## src/rtl/ifmap_streamer_pkg.sv

```systemverilog
// Shared types for the ifmap/ofmap stream blocks.
//   DEF_*  : default geometry of the systolic array
//   ROW_W  : packed row width (ARRAY_SIZE*DATA_WIDTH)
//   row_t  : packed row, lane 0 in the least significant DATA_WIDTH bits
//   state_t: streamer state encoding
package ifmap_streamer_pkg;

    localparam int DEF_ARRAY_SIZE = 4;
    localparam int DEF_DATA_WIDTH = 8;
    localparam int DEF_DEPTH      = 16;
    localparam int ROW_W          = DEF_ARRAY_SIZE * DEF_DATA_WIDTH;

    typedef logic [ROW_W-1:0] row_t;

    typedef enum logic {
        IDLE   = 1'b0,
        STREAM = 1'b1
    } state_t;

endpackage

```

## src/rtl/ifmap_row_buf.sv

```systemverilog
// Row buffer for the ifmap streamer: DEPTH x ROW_W register file.
//   clk     : system clock
//   wr_en   : write strobe, wr_data lands in mem[wr_addr] at the edge
//   wr_addr : write row index
//   wr_data : packed row to write
//   rd_addr : read row index
//   rd_data : asynchronous read of mem[rd_addr]
// Contents are not reset; the host always preloads before streaming.
module ifmap_row_buf #(
    parameter int ROW_W  = 32,
    parameter int DEPTH  = 16,
    parameter int ADDR_W = $clog2(DEPTH)
) (
    input  logic              clk,
    input  logic              wr_en,
    input  logic [ADDR_W-1:0] wr_addr,
    input  logic [ROW_W-1:0]  wr_data,
    input  logic [ADDR_W-1:0] rd_addr,
    output logic [ROW_W-1:0]  rd_data
);

    logic [ROW_W-1:0] mem [DEPTH];

    always_ff @(posedge clk) begin
        if (wr_en) begin
            mem[wr_addr] <= wr_data;
        end
    end

    assign rd_data = mem[rd_addr];

endmodule

```

## src/rtl/ifmap_streamer.sv

```systemverilog
// ifmap stream transmitter: streams preloaded rows from the row buffer to
// the accelerator over a valid/ready handshake, one row per transfer.
//   clk, rst              : clock, synchronous active-high reset
//   wr_en/wr_addr/wr_data : host row-buffer write port
//   start, num_rows       : begin a stream of num_rows rows (0 = immediate done)
//   abort                 : terminate the current stream
//   busy, done, aborted   : status; done/aborted are one-cycle pulses
//   rows_sent             : rows accepted in the current or last stream
//   ifmap_data/valid/ready: stream to the sink
//
// state  | meaning
// IDLE   | no stream; waiting for start
// STREAM | a registered row is on ifmap_data, waiting for the sink
module ifmap_streamer
    import ifmap_streamer_pkg::*;
#(
    parameter int ARRAY_SIZE = DEF_ARRAY_SIZE,
    parameter int DATA_WIDTH = DEF_DATA_WIDTH,
    parameter int DEPTH      = DEF_DEPTH,
    parameter int ADDR_W     = $clog2(DEPTH)
) (
    input  logic                         clk,
    input  logic                         rst,
    input  logic                         wr_en,
    input  logic [ADDR_W-1:0]            wr_addr,
    input  logic [ARRAY_SIZE*DATA_WIDTH-1:0] wr_data,
    input  logic                         start,
    input  logic [7:0]                   num_rows,
    input  logic                         abort,
    output logic                         busy,
    output logic                         done,
    output logic                         aborted,
    output logic [7:0]                   rows_sent,
    output logic [ARRAY_SIZE*DATA_WIDTH-1:0] ifmap_data,
    output logic                         ifmap_valid,
    input  logic                         ifmap_ready
);

    localparam int RW = ARRAY_SIZE * DATA_WIDTH;

    state_t            state_q, state_n;
    logic [RW-1:0]     data_q, data_n;
    logic              valid_q, valid_n;
    logic              busy_q, busy_n;
    logic              done_q, done_n;
    logic              aborted_q, aborted_n;
    logic [ADDR_W-1:0] rd_idx_q, rd_idx_n;
    logic [7:0]        remaining_q, remaining_n;
    logic [7:0]        rows_sent_q, rows_sent_n;
    logic [ADDR_W-1:0] rd_addr;
    logic [RW-1:0]     rd_data;

    ifmap_row_buf #(
        .ROW_W  (RW),
        .DEPTH  (DEPTH),
        .ADDR_W (ADDR_W)
    ) u_row_buf (
        .clk     (clk),
        .wr_en   (wr_en),
        .wr_addr (wr_addr),
        .wr_data (wr_data),
        .rd_addr (rd_addr),
        .rd_data (rd_data)
    );

    // In IDLE the next load is always row 0; in STREAM it is the prefetch index.
    assign rd_addr = (state_q == IDLE) ? '0 : rd_idx_q;

    always_comb begin
        state_n     = state_q;
        data_n      = data_q;
        valid_n     = valid_q;
        busy_n      = busy_q;
        done_n      = 1'b0;
        aborted_n   = 1'b0;
        rd_idx_n    = rd_idx_q;
        remaining_n = remaining_q;
        rows_sent_n = rows_sent_q;
        case (state_q)
            IDLE: begin
                if (start) begin
                    rows_sent_n = '0;
                    if (num_rows != 8'd0) begin
                        data_n      = rd_data;
                        valid_n     = 1'b1;
                        busy_n      = 1'b1;
                        rd_idx_n    = ADDR_W'(1);
                        remaining_n = num_rows - 8'd1;
                        state_n     = STREAM;
                    end else begin
                        done_n = 1'b1;
                    end
                end
            end
            STREAM: begin
                // abort wins over a transfer on the same edge
                if (abort) begin
                    valid_n   = 1'b0;
                    busy_n    = 1'b0;
                    aborted_n = 1'b1;
                    state_n   = IDLE;
                end else if (valid_q && ifmap_ready) begin
                    rows_sent_n = rows_sent_q + 8'd1;
                    if (remaining_q != 8'd0) begin
                        data_n      = rd_data;
                        rd_idx_n    = rd_idx_q + ADDR_W'(1);
                        remaining_n = remaining_q - 8'd1;
                    end else begin
                        valid_n = 1'b0;
                        busy_n  = 1'b0;
                        done_n  = 1'b1;
                        state_n = IDLE;
                    end
                end
            end
            default: state_n = IDLE;
        endcase
    end

    always_ff @(posedge clk) begin
        if (rst) begin
            state_q     <= IDLE;
            data_q      <= '0;
            valid_q     <= 1'b0;
            busy_q      <= 1'b0;
            done_q      <= 1'b0;
            aborted_q   <= 1'b0;
            rd_idx_q    <= '0;
            remaining_q <= '0;
            rows_sent_q <= '0;
        end else begin
            state_q     <= state_n;
            data_q      <= data_n;
            valid_q     <= valid_n;
            busy_q      <= busy_n;
            done_q      <= done_n;
            aborted_q   <= aborted_n;
            rd_idx_q    <= rd_idx_n;
            remaining_q <= remaining_n;
            rows_sent_q <= rows_sent_n;
        end
    end

    assign busy        = busy_q;
    assign done        = done_q;
    assign aborted     = aborted_q;
    assign rows_sent   = rows_sent_q;
    assign ifmap_data  = data_q;
    assign ifmap_valid = valid_q;

endmodule
```

## config.mk

```make
export PLATFORM = sky130hd
export DESIGN_NAME = ifmap_streamer
export DESIGN_NICKNAME = d
export VERILOG_FILES = /design/src/rtl/ifmap_streamer_pkg.sv /design/src/rtl/ifmap_row_buf.sv /design/src/rtl/ifmap_streamer.sv
export SDC_FILE = /design/constraint.sdc
export NUM_CORES = 1
export LEC_CHECK = 0
export CAP_MARGIN = 10
export CORE_AREA = 2 2 208 190
export DETAILED_ROUTE_END_ITERATION = 10
export DIE_AREA = 0 0 210 192
export GPL_TIMING_DRIVEN = 0
export PLACE_DENSITY = 0.83
export SYNTH_ARGS = -nofsm -noshare
export SYNTH_HDL_FRONTEND = slang
export SYNTH_SLANG_ARGS = --single-unit
```

## constraint.sdc

```tcl
create_clock -name clk -period 4.47 [get_ports clk]
set_input_delay 0.447 -clock clk [delete_from_list [all_inputs] [get_ports clk]]
set_output_delay 0.447 -clock clk [all_outputs]
set_load 0.05 [all_outputs]
```

# Yosys cells after proc, flatten, opt, wreduce, memory -nomap -nowiden
# Memories as Yosys holds them, arrays and structs flattened.
# Index checks and enable logic that the tools add are counted.
dict set report op_classes {
  n_addsub 4
  mux 44
  n_bitwise 1
  reduce_logical 7
  eq_ne 7
}
# op count
set op_table {}
lappend op_table {{32-bit 2-to-1 mux} 5}
lappend op_table {{8-bit 2-to-1 mux} 8}
lappend op_table {{32-bit one-hot mux with 2 select lines} 1}
lappend op_table {{8-bit one-hot mux with 2 select lines} 2}
lappend op_table {{4-bit 2-to-1 mux} 6}
lappend op_table {{1-bit 2-to-1 mux} 18}
lappend op_table {{8-bit nonzero test} 2}
lappend op_table {{8-bit by 1-bit subtractor with 8-bit output, second input constant} 2}
lappend op_table {{8-bit by 1-bit adder with 8-bit output, second input constant} 1}
lappend op_table {{4-bit one-hot mux with 2 select lines} 1}
lappend op_table {{2-bit by 1-bit != test with 1-bit output, second input constant} 3}
lappend op_table {{1-bit one-hot mux with 2 select lines} 3}
lappend op_table {{5-bit AND reduction} 1}
lappend op_table {{4-bit by 1-bit adder with 4-bit output, second input constant} 1}
lappend op_table {{2-bit != test, second input constant} 2}
lappend op_table {{4-bit AND reduction} 1}
lappend op_table {{3-bit by 2-bit != test with 1-bit output, second input constant} 1}
lappend op_table {{3-bit != test, second input constant} 1}
lappend op_table {{3-bit AND reduction} 1}
lappend op_table {{2-bit OR reduction} 1}
lappend op_table {{1-bit logical AND} 1}
lappend op_table {{1-bit inverter} 1}
dict set report word_totals {
  ram_bits 512
  register_bits 56
  input_bits 50
  output_inout_bits 44
  memories 1
}
# memory depth word_bits rd rd_clocked_by_memory_dff write_ports line
set mem_list {}
lappend mem_list {u_row_buf.mem 16 32 1 0 1 ifmap_row_buf.sv:22} ;# logic [ROW_W-1:0] mem [DEPTH];

# Longest topological paths before layout
# Gate-level depths: netlist (run 1).
# An unclocked memory read counts as a cell.
dict set report logic_depth {
  depth_word 6
  mapped_depth 10
  ltp_nobuf 6
}

# Modules after synthesis
# Synthesis (run 1) repeated with hierarchy kept, for this count alone.
dict set report unflattened {
  cells_unflattened 1106
  hier_area_um2 21670.8
}
# module cells_per_inst instances area_each_um2
set modules_own_cells {}
lappend modules_own_cells {ifmap_row_buf 806 1 19194.7}
lappend modules_own_cells {ifmap_streamer 300 1 2476.1}

# Least setup slack after synthesis (run 1)
# No wires, ideal clock.
dict set report synth_path {
  path_kind {in2reg}
  from {input wr_addr[2]}
  to {memory u_row_buf.mem[0][0] (enable)}
  setup_time_ps 461
  stages 2
  slack_ps 843
  t_arrival_ps 3165
  path_buffers 0
  path_cell_list {or3b_2 nor3_1}
}
# element line
set synth_rtl {}
lappend synth_rtl {{from (decl)} ifmap_streamer.sv:25} ;# input logic [ADDR_W-1:0] wr_addr,
lappend synth_rtl {{to (decl)} ifmap_row_buf.sv:22}
# No word-level cell before the write port.

# Worst setup path in the final report (run 1)
dict set report layout_path {
  from {register state_q}
  to {register remaining_q[6]}
}
dict set report layout_between {
  elab_chain_cells 3
  elab_cells_between_ends 8
}
# element line
set layout_lines {}
lappend layout_lines {{from (decl)} ifmap_streamer.sv:41} ;# state_t state_q, state_n;
lappend layout_lines {{from (signal assigned)} ifmap_streamer.sv:132} ;# state_q <= state_n;
lappend layout_lines {{1-bit inverter (no source line)} n/a}
lappend layout_lines {{2-bit by 1-bit != test with 1-bit output (no source line) or 2-bit != test (tied branches)} n/a}
lappend layout_lines {{5-bit AND reduction (no source line)} n/a}
lappend layout_lines {{to (signal assigned)} ifmap_streamer.sv:139} ;# remaining_q <= remaining_n;
lappend layout_lines {{to (decl)} ifmap_streamer.sv:48} ;# logic [7:0] remaining_q, remaining_n;
# Parallel ways exist; a longest one is shown, timed or not.
# A chain may end at the register's enable or synchronous reset.

==> impl_metrics.toml, run 1 <==
[clock_network]
cts-root-buf = "clkbuf_16"
ctsHoldBuffers = 0
clkTransAtPathRegs_ns = 0.06
clock_latency_ns = 0.62
h-tree-depth = 2
cts_buffer_depth = 3
tritoncts = "yes"
cts_resized = 0
cts.sinks = 568
cts_setup_buffers = 0
cts_made_buffers = 53

[floorplan]
rows = 68
initial_core_util_pct = 59.6
ios = 94
fp.dieW_um = 210
placeableCoreArea_sq_mm = 0.0380
die-area_sq_mm = 0.0403
die_h_um = 192

[timing]
post-route-min-period_ns = 2.84
tightestPinTransition_ns = 1.13
finalSetupViolations = 0
fmax_mhz = 352
skew_ns = 0.0208
fin_crit_sh_pct = 63.6
slew_violations = 0
slew_headroom_pct = 24.6
rsz0062_at_grt = "false"
hold_viol = 0

[pwr]
power_density_mw_per_mm2 = 430
p_leak_nw = 8.48
p_total_mw = 11.4
ir_worst_vdd_mv = 0.351

[logic_synthesis]
synth_area_sq_mm = 0.0227
synth_area_leaders = "edfxtp_1 (68%), mux4_2 (6.4%), dfxtp_1 (4.9%)"
seq_area_frac_synth_pct = 72.8
syn_area_per_cell_sq_um = 17.0
synth_top_flop_cell = "edfxtp_1"
syn_inst = 1334
synth_top_area_cell = "edfxtp_1"
synth.distinct_cells = 54
synth_edf_count = 512
ys_ff_latch = 568
syn-num-nets = 1387
yosysTopAreaCellShare_pct = 67.9
async_reset_ff_share_pct = 0
ys_warn_count = 0

[flow_run]
drv_cap = 0

[worst_setup_path]
setup.worst_path.start_class = "flop"
cp.required_ns = 5.00
cp.arrival_ns = 3.38
worst-path-max-fanout = 10
critPathKind = "flop to flop"
cp-end-kind = "flop"

[cells_and_area]
n_fill_cell = 2204
layout_commonest_cell = "edfxtp_1"
utilization_pct = 69.6
nNetsFinal = 1559
mostFrequentLayoutCells = "edfxtp_1 (512), mux2i_1 (99), clkdlybuf4s50_1 (92)"
drive_gt1_share_pct = 16.8
area_growth_pct = 16.8
num_antenna_cells = 0

[route]
drt-pass1-iter-count = 6
drc = 0
drt_iter0_markers = 2101
via_per_inst = 6.88
antenna_left = 0
routed_wirelength_um = 58800
drt-wirelength-per-cell_um = 28.8
vias = 14000

[global_route]
overflow = 0
grt_pass1_vias = 14200
antenna_found_initial = 1
grt_max_degree = 24
grt_first_pass_wirelength_um = 87500
grt_use_total_pct = 29.9

[placement]
numPortBuffers = 92
gp_congestion = 0.879
detailed_place_hpwl_um = 36700

[outcome]
status = "completed"

[min_path]
hold_class = "flop to flop"
final cells by class:
class,instances,area (sq um),area share [%]
flip-flops and latches,568,16500,62.3
multi-input cells,638,5700,21.5
clock buffers,75,1480,5.59
repair buffers,117,1360,5.13
well taps,490,613,2.32
plain buffers,93,438,1.65
clock inverters,24,255,0.964
inverters,35,131,0.496
critical path, cell delays in order, from the launching register on:
cell     delay (ns)
dfxtp_1        0.30
buf_2          0.22
buf_2          0.28
buf_2          0.30
buf_2          0.31
mux2i_1        0.29
ha_1           0.26
o21a_1         0.19
o21ai_0        0.12
or3_1          0.36
a21oi_1        0.14
through the flow:
stage	TNS (ns)	cells	setup slack (ns)	instance area, sq um	hold WS, ns
6_report	0	2040	1.63	26500	0.486
5_1_grt	0	2040	1.43	26500	0.521
4_1_cts	0	2040	1.68	26500	0.475
3_5_place_dp	0	1941	1.44	24700	0.480
3_3_place_gp	-240.81	1916	-1.58	24200	0.467
2_1_floorplan	0	1334	0.843	22700	0.454
cells by family (layout without fill, tap and decap cells):
group	Yosys count	after routing	share of synthesized area [%]
AOI/OAI and AO/OA	239	239	8.23
xor gates and xnor gates	4	4	0.155
adders and majority gates	3	3	0.166
buffers and inverters	128	344	2.51
DFF	568	568	72.8
muxes	165	165	10.8
and+or+nand+nor	227	227	5.28
state kept, by name (all words and copies together), names as in the netlist:
name           count
busy               1
rows_sent          8
ifmap_data        32
state_q            1
rd_idx_q           4
done               1
aborted            1
u_row_buf.mem    512
remaining_q        8
routing by layer:
metal / wire length, um / up-vias / track usage, %
met4: 2050 / 2 / 11.8
li1: - / 5709 / -
met1: 21200 / 6969 / 39.5
met3: 7180 / 181 / 7.72
met2: 28300 / 1168 / 48.1
met5: 13 / - / 0
final timing paths:
path                                   from                           to  slack (ns)  depth (start not counted)
setup / recovery         state_q$_SDFF_PP0_  remaining_q[6]$_SDFFE_PP0P_        1.63                         10
hold / removal    rows_sent[7]$_SDFFE_PP0P_    rows_sent[7]$_SDFFE_PP0P_        0.49                          2
setup reg to reg         state_q$_SDFF_PP0_  remaining_q[6]$_SDFFE_PP0P_        1.63                         10
hold reg to reg   rows_sent[7]$_SDFFE_PP0P_    rows_sent[7]$_SDFFE_PP0P_        0.49                          2
report_power, final:
part	switching, mW	leakage [nW]	total [mW]	internal (mW)
clock network	1.96	0.838	4.51	2.55
logic	0.570	2.55	0.882	0.312
registers	0.0577	5.09	5.98	5.92
total	2.59	8.48	11.4	8.78
synth_stat cells, types with 7 or more instances:
cell type    n
buf_1        7
nand3_1     38
buf_2       35
nand2_1     17
a21oi_1     51
a311oi_1     9
o221ai_1    64
mux4_2      64
clkbuf_1    44
dfxtp_1     56
nand2b_1    38
inv_1       34
o21ai_0      8
o22ai_1     63
a311oi_2    24
nor3_1      14
mux2i_1     99
edfxtp_1   512
nor2_1      60
and2_0      29
Power figures use the tool's default switching activity.
==> run 2: changes to the inputs <==
--- a/config.mk
+++ b/config.mk
@@ -6,11 +6,11 @@
 export NUM_CORES = 1
 export LEC_CHECK = 0
 export CAP_MARGIN = 10
-export CORE_AREA = 2 2 208 190
+export CORE_AREA = 2 2 217 198
 export DETAILED_ROUTE_END_ITERATION = 10
-export DIE_AREA = 0 0 210 192
+export DIE_AREA = 0 0 219 200
 export GPL_TIMING_DRIVEN = 0
-export PLACE_DENSITY = 0.83
+export PLACE_DENSITY = 0.81
 export SYNTH_ARGS = -nofsm -noshare
 export SYNTH_HDL_FRONTEND = slang
 export SYNTH_SLANG_ARGS = --single-unit
==> constraint.sdc (replaced) <==
create_clock -name clk -period 2.4 [get_ports clk]
set_input_delay 0.24 -clock clk [delete_from_list [all_inputs] [get_ports clk]]
set_output_delay 0.24 -clock clk [all_outputs]
set_load 0.05 [all_outputs]
==> run 2 against run 1 <==
Utilization is 5.2 points lower; highest routed layer is now met4; sequential power grew 86%; critical path type unchanged; total power is 83% higher; register-to-register slack lost 1.6 ns; critical endpoint is now ifmap_data[31]$_SDFFE_PP0P_; non-clock buffer count unchanged; hold slack worse by 0.18 ns; clock skew rose by 0.0028 ns; via count decreased by 2.1%; combinational power increased by 89%.
==> impl_metrics.toml, run 2 (synthesis results as in run 1) <==
[outcome]
status = "completed"

[clock_network]
ctsHoldBuffers = 0
cts.sinks = 568
h-tree-depth = 2
tritoncts = "yes"
clock_latency_ns = 0.60
cts_made_buffers = 53
cts_buffer_depth = 3
clkTransAtPathRegs_ns = 0.06
cts-root-buf = "clkbuf_16"

[timing]
fin_crit_sh_pct = 99.7
rsz0062_at_grt = "true"
fmax_mhz = 418
skew_ns = 0.0236
slew_violations = 0
finalSetupViolations = 0
tightestPinTransition_ns = 1.07
post-route-min-period_ns = 2.39
hold_viol = 0
slew_headroom_pct = 28.4
finalSetupTns_ns = 0
holdWs_ns = 0.306

[pwr]
power_frac_clock_pct = 38.5
p_leak_nw = 8.56
p_total_mw = 20.8
internal_power_mw = 16.1
net-switching-power_mw = 4.71
power_frac_comb_pct = 8.0
ir_worst_vdd_mv = 0.586
swShare_pct = 22.6
p_seq_share_pct = 53.4
power_density_mw_per_mm2 = 782

[cells_and_area]
layout_commonest_cell = "edfxtp_1"
nNetsFinal = 1559
mostFrequentLayoutCells = "edfxtp_1 (512), mux2i_1 (98), clkdlybuf4s50_1 (92)"
fin_area_sq_mm = 0.0266
area_growth_pct = 17.6
largest_register_ffs = 512
drive_gt1_share_pct = 18.3
finalNonFillerCells = 2098
regMostFlops = "u_row_buf.mem"

[global_route]
grt_first_pass_wirelength_um = 84800
grtUsageMet3_pct = 6.83
grt_use_total_pct = 26.6
grt_max_degree = 22
grt_pass1_vias = 13600
overflow = 0
busiest_layer = "met2"
grt_use_met1_pct = 37.3
antenna_found_initial = 1
grt_use_met2_pct = 41.6

[route]
antenna_left = 0
drc = 0
drt-pass1-iter-count = 6
drt-wirelength-per-cell_um = 27.5
drt_iter0_markers = 2080
via_per_inst = 6.54
vias = 13700
routed_wirelength_um = 57800

[worst_setup_path]
cp-end-kind = "flop"
critPathKind = "flop to flop"
cp.arrival_ns = 2.83
cp.required_ns = 2.83
worst-path-max-fanout = 10
setup.worst_path.start_class = "flop"

[floorplan]
die_h_um = 200
initial_core_util_pct = 54.7
ios = 94
die-area_sq_mm = 0.0438
placeableCoreArea_sq_mm = 0.0414
fp.dieW_um = 219
rows = 71

[placement]
place_inst = 1993
numPortBuffers = 92
detailed_place_hpwl_um = 36000
gp_congestion = 0.863
place_area_sq_mm = 0.0248

[min_path]
hold_class = "input port to flop"

[flow_run]
drv_cap = 0
==> run 2: area by class of cell <==
| class | instances | area [sq um] |
|---|---|---|
| timing repair buffer | 117 | 1410 |
| tap | 547 | 684 |
| clock inverter | 21 | 156 |
| sequential | 568 | 16500 |
| fill | 2746 | 14800 |
| antenna | 1 | 2.50 |
| clock buffer | 78 | 1480 |
| inverter | 35 | 131 |
| multi-input combinational | 638 | 5750 |
| buffer | 93 | 537 |
==> run 2: final timing paths <==
kind	end	slack [ns]	startpoint	cells after the start
hold / removal	remaining_q[7]$_SDFFE_PP0P_	0.31	num_rows[7]	3
setup / recovery	ifmap_data[31]$_SDFFE_PP0P_	0.007	rd_idx_q[0]$_SDFFE_PP0P_	6
setup reg to reg	ifmap_data[31]$_SDFFE_PP0P_	0.007	rd_idx_q[0]$_SDFFE_PP0P_	6
hold reg to reg	rows_sent[7]$_SDFFE_PP0P_	0.50	rows_sent[7]$_SDFFE_PP0P_	2
==> run 2: metrics by stage <==
| stage | utilization [%] | setup WS [ns] |
|---|---|---|
| final | 64.4 | 0.00711 |
| after global routing | 64.4 | -0.0268 |
| after CTS | 64.2 | 0.0111 |
| after detailed placement | 60.0 | -0.429 |
| after global placement | 58.7 | -2.19 |
| after floorplan | - | -0.168 |
==> run 2: layer usage <==
| layer | wire length, um | share of wire (%) |
|---|---|---|
| met5 | 0 | 0 |
| met4 | 1540 | 2.7 |
| met3 | 6740 | 12 |
| met2 | 27000 | 47 |
| met1 | 22500 | 39 |
==> run 2: power groups by stage <==
| stage | combinational (mW) | clock [mW] | sequential, mW |
|---|---|---|---|
| after detailed placement | 1.60 | 0 | 11.3 |
| after CTS | 1.63 | 8.05 | 11.1 |
| after floorplan | 0.761 | 0 | 11.5 |
| after global placement | 1.50 | 0 | 11.3 |
| final | 1.67 | 8.02 | 11.1 |
| after global routing | 1.75 | 8.47 | 11.1 |
==> run 2: timing repair <==
action | CTS | global route
setup buffers | 0 | 5
gates cloned | 0 | 0
setup endpoints to repair | 35 | 31
pin swaps | 0 | 0
gates resized for setup | 37 | 26
==> run 2: critical path, cell delays in order (launching register included) <==
cell and delay (ns):
dfxtp_1 0.39, clkbuf_1 0.18, buf_2 0.34, buf_2 0.45, mux4_2 0.38, o22ai_1 0.35
a311oi_2 0.15
==> run 3: changes to the inputs <==
--- a/config.mk
+++ b/config.mk
@@ -6,11 +6,12 @@
 export NUM_CORES = 1
 export LEC_CHECK = 0
 export CAP_MARGIN = 10
-export CORE_AREA = 2 2 217 198
+export CORE_AREA = 2 2 214 195
 export DETAILED_ROUTE_END_ITERATION = 10
-export DIE_AREA = 0 0 219 200
+export DIE_AREA = 0 0 216 197
+export DONT_BUFFER_PORTS = 1
 export GPL_TIMING_DRIVEN = 0
-export PLACE_DENSITY = 0.81
+export PLACE_DENSITY = 0.79
 export SYNTH_ARGS = -nofsm -noshare
 export SYNTH_HDL_FRONTEND = slang
 export SYNTH_SLANG_ARGS = --single-unit
==> run 3 against run 2 <==
Maximum frequency rose by 0.26%; design area fell by 0.99%; combinational power shrank 19%; register-to-register slack about the same; first-iteration DRC count is 6.4% lower; sequential power barely moved; setup slack improved by 0.0063 ns; flip-flop and latch count did not move.
==> impl_metrics.toml, run 3 (synthesis results as in run 1) <==
[cells_and_area]
num_antenna_cells = 0
fin_area_sq_mm = 0.0264
mostFrequentLayoutCells = "edfxtp_1 (512), mux2i_1 (98), mux4_2 (64)"
nNetsFinal = 1513
layout_commonest_cell = "edfxtp_1"
finalNonFillerCells = 2045
largest_register_ffs = 512
utilization_pct = 65.5
regMostFlops = "u_row_buf.mem"
drive_gt1_share_pct = 19.2
area_growth_pct = 16.5

[worst_setup_path]
regToRegEndpoint = "ifmap_data[11]$_SDFFE_PP0P_"
slowest_delay_ns = 0.37
slowest_stage = "clkbuf_4"
cp-end-kind = "flop"
cp.required_ns = 2.83
reg2reg_depth = 7
setup.worst_path.start_class = "flop"
worstPathCellList = "clkbuf_1, buf_2, clkbuf_4, mux2i_1, o221ai_1, o221ai_1, a311oi_1"
cp.arrival_ns = 2.82
timing.rr.start = "rd_idx_q[0]$_SDFFE_PP0P_"
cp_common_cell = "o221ai_1"
timing.reg2reg.setup_slack_ns = 0.01
critPathKind = "flop to flop"
worst-path-max-fanout = 10

[timing]
tightestPinTransition_ns = 1.03
post-route-min-period_ns = 2.39
fmax_mhz = 419
fin_crit_sh_pct = 99.4
skew_ns = 0.0190
finalSetupViolations = 0
worst_slack_ns = 0.0134
hold_viol = 0
slew_violations = 0
slew_headroom_pct = 31.5

[placement]
numPortBuffers = 0
place_area_sq_mm = 0.0239
place_inst = 1894
detailed_place_hpwl_um = 35700
dp_slack_ns = -0.431
gp_congestion = 0.871

[global_route]
grt_use_total_pct = 26.8
grt_pass1_vias = 13700
grt_first_pass_wirelength_um = 83900
grt_max_degree = 23
overflow = 0
antenna_found_initial = 0

[route]
drt-pass1-iter-count = 7
drt-wirelength-per-cell_um = 28.0
antenna_left = 0
routed_wirelength_um = 57300
drt_iter0_markers = 1947
via_per_inst = 6.62
vias = 13500
drc = 0

[outcome]
status = "completed"

[min_path]
hold_start = "wr_addr[1]"
hold_class = "input port to flop"
min_to = "u_row_buf.mem[4][1]$_DFFE_PP_"
whs_path_depth = 2

[flow_run]
drv_cap = 0

[pwr]
ir_worst_vdd_mv = 0.640
power_density_mw_per_mm2 = 813
p_leak_nw = 8.50
p_total_mw = 21.5

[floorplan]
placeableCoreArea_sq_mm = 0.0403
rows = 70
fp.dieW_um = 216
ios = 94
initial_core_util_pct = 56.2
die_h_um = 197
die-area_sq_mm = 0.0426

[clock_network]
cts_buffer_depth = 3
h-tree-depth = 2
cts-root-buf = "clkbuf_16"
clkTransAtPathRegs_ns = 0.07
cts.sinks = 568
clock_latency_ns = 0.60
cts_made_buffers = 54
tritoncts = "yes"
-- run 3: cell types whose count changed in the layout (fill, tap and decap cells not counted), moves of 3 or more --
cell	before	now
clkbuf_2	16	19
clkdlybuf4s50_1	92	0
buf_4	10	4
clkbuf_1	43	38
clkinv_2	9	5
clkbuf_16	53	57
dlygate4sd3_1	0	46
bufinv_16	2	6
-- run 3: worst max-delay path by stage --
| stage | start | end | cells after the start |
|---|---|---|---|
| floorplan | wr_addr[2] | u_row_buf.mem[1][0]$_DFFE_PP_ | 2 |
| global placement | wr_addr[2] | u_row_buf.mem[2][17]$_DFFE_PP_ | 2 |
| detailed placement | state_q$_SDFF_PP0_ | remaining_q[6]$_SDFFE_PP0P_ | 10 |
| CTS | state_q$_SDFF_PP0_ | ifmap_data[11]$_SDFFE_PP0P_ | 7 |
| global route | rd_idx_q[0]$_SDFFE_PP0P_ | ifmap_data[11]$_SDFFE_PP0P_ | 7 |
| finish | rd_idx_q[0]$_SDFFE_PP0P_ | ifmap_data[11]$_SDFFE_PP0P_ | 7 |
-- run 3: timing repair --
item | CTS | global route
gates resized for setup | 25 | 36
setup endpoints to repair | 35 | 34
buffers inserted | 3 | 1
pin swaps | 1 | 2
endpoints found under the hold margin | 549 | 0
hold buffers | 46 | 0
-- run 3: routing by layer --
metal	part of all wire, %	global-route usage [%]	vias to the layer above	wire (um)
li1	-	-	5638	-
met4	3.3	9.94	0	1900
met3	12	8.15	153	6780
met5	0	0	-	0
met2	46	42.0	936	26600
met1	38	36.0	6807	22000
-- run 3: final cells by class --
| type | instances | area [sq um] |
|---|---|---|
| sequential | 568 | 16500 |
| fill | 2634 | 13900 |
| multi-input combinational | 638 | 5740 |
| clock buffer | 77 | 1560 |
| timing repair buffer | 70 | 968 |
| tap | 540 | 676 |
| buffer | 93 | 527 |
| clock inverter | 24 | 280 |
| inverter | 35 | 131 |
-- run 3: where the power goes --
group          internal (mW)  switching (mW)
registers               11.0           0.297
clock network           5.17            3.61
logic                  0.508           0.838
total                   16.7            4.75
-- run 3: worst max-delay path: cells and delay by family (launching register included) --
family / cells / cell delay (ns)
mux: 1 / 0.27
compound gates: 3 / 0.61
flops: 1 / 0.34
buf+inv: 3 / 0.97
-- run 3: stage by stage --
step / TNS (ns) / hold slack [ns]
after floorplan: -16.14 / 0.339
after global placement: -641.65 / 0.339
after detailed placement: -6.12 / 0.339
after CTS: 0 / 0.00173
after global routing: -0.00992 / 0.00175
final: 0 / 0.0225
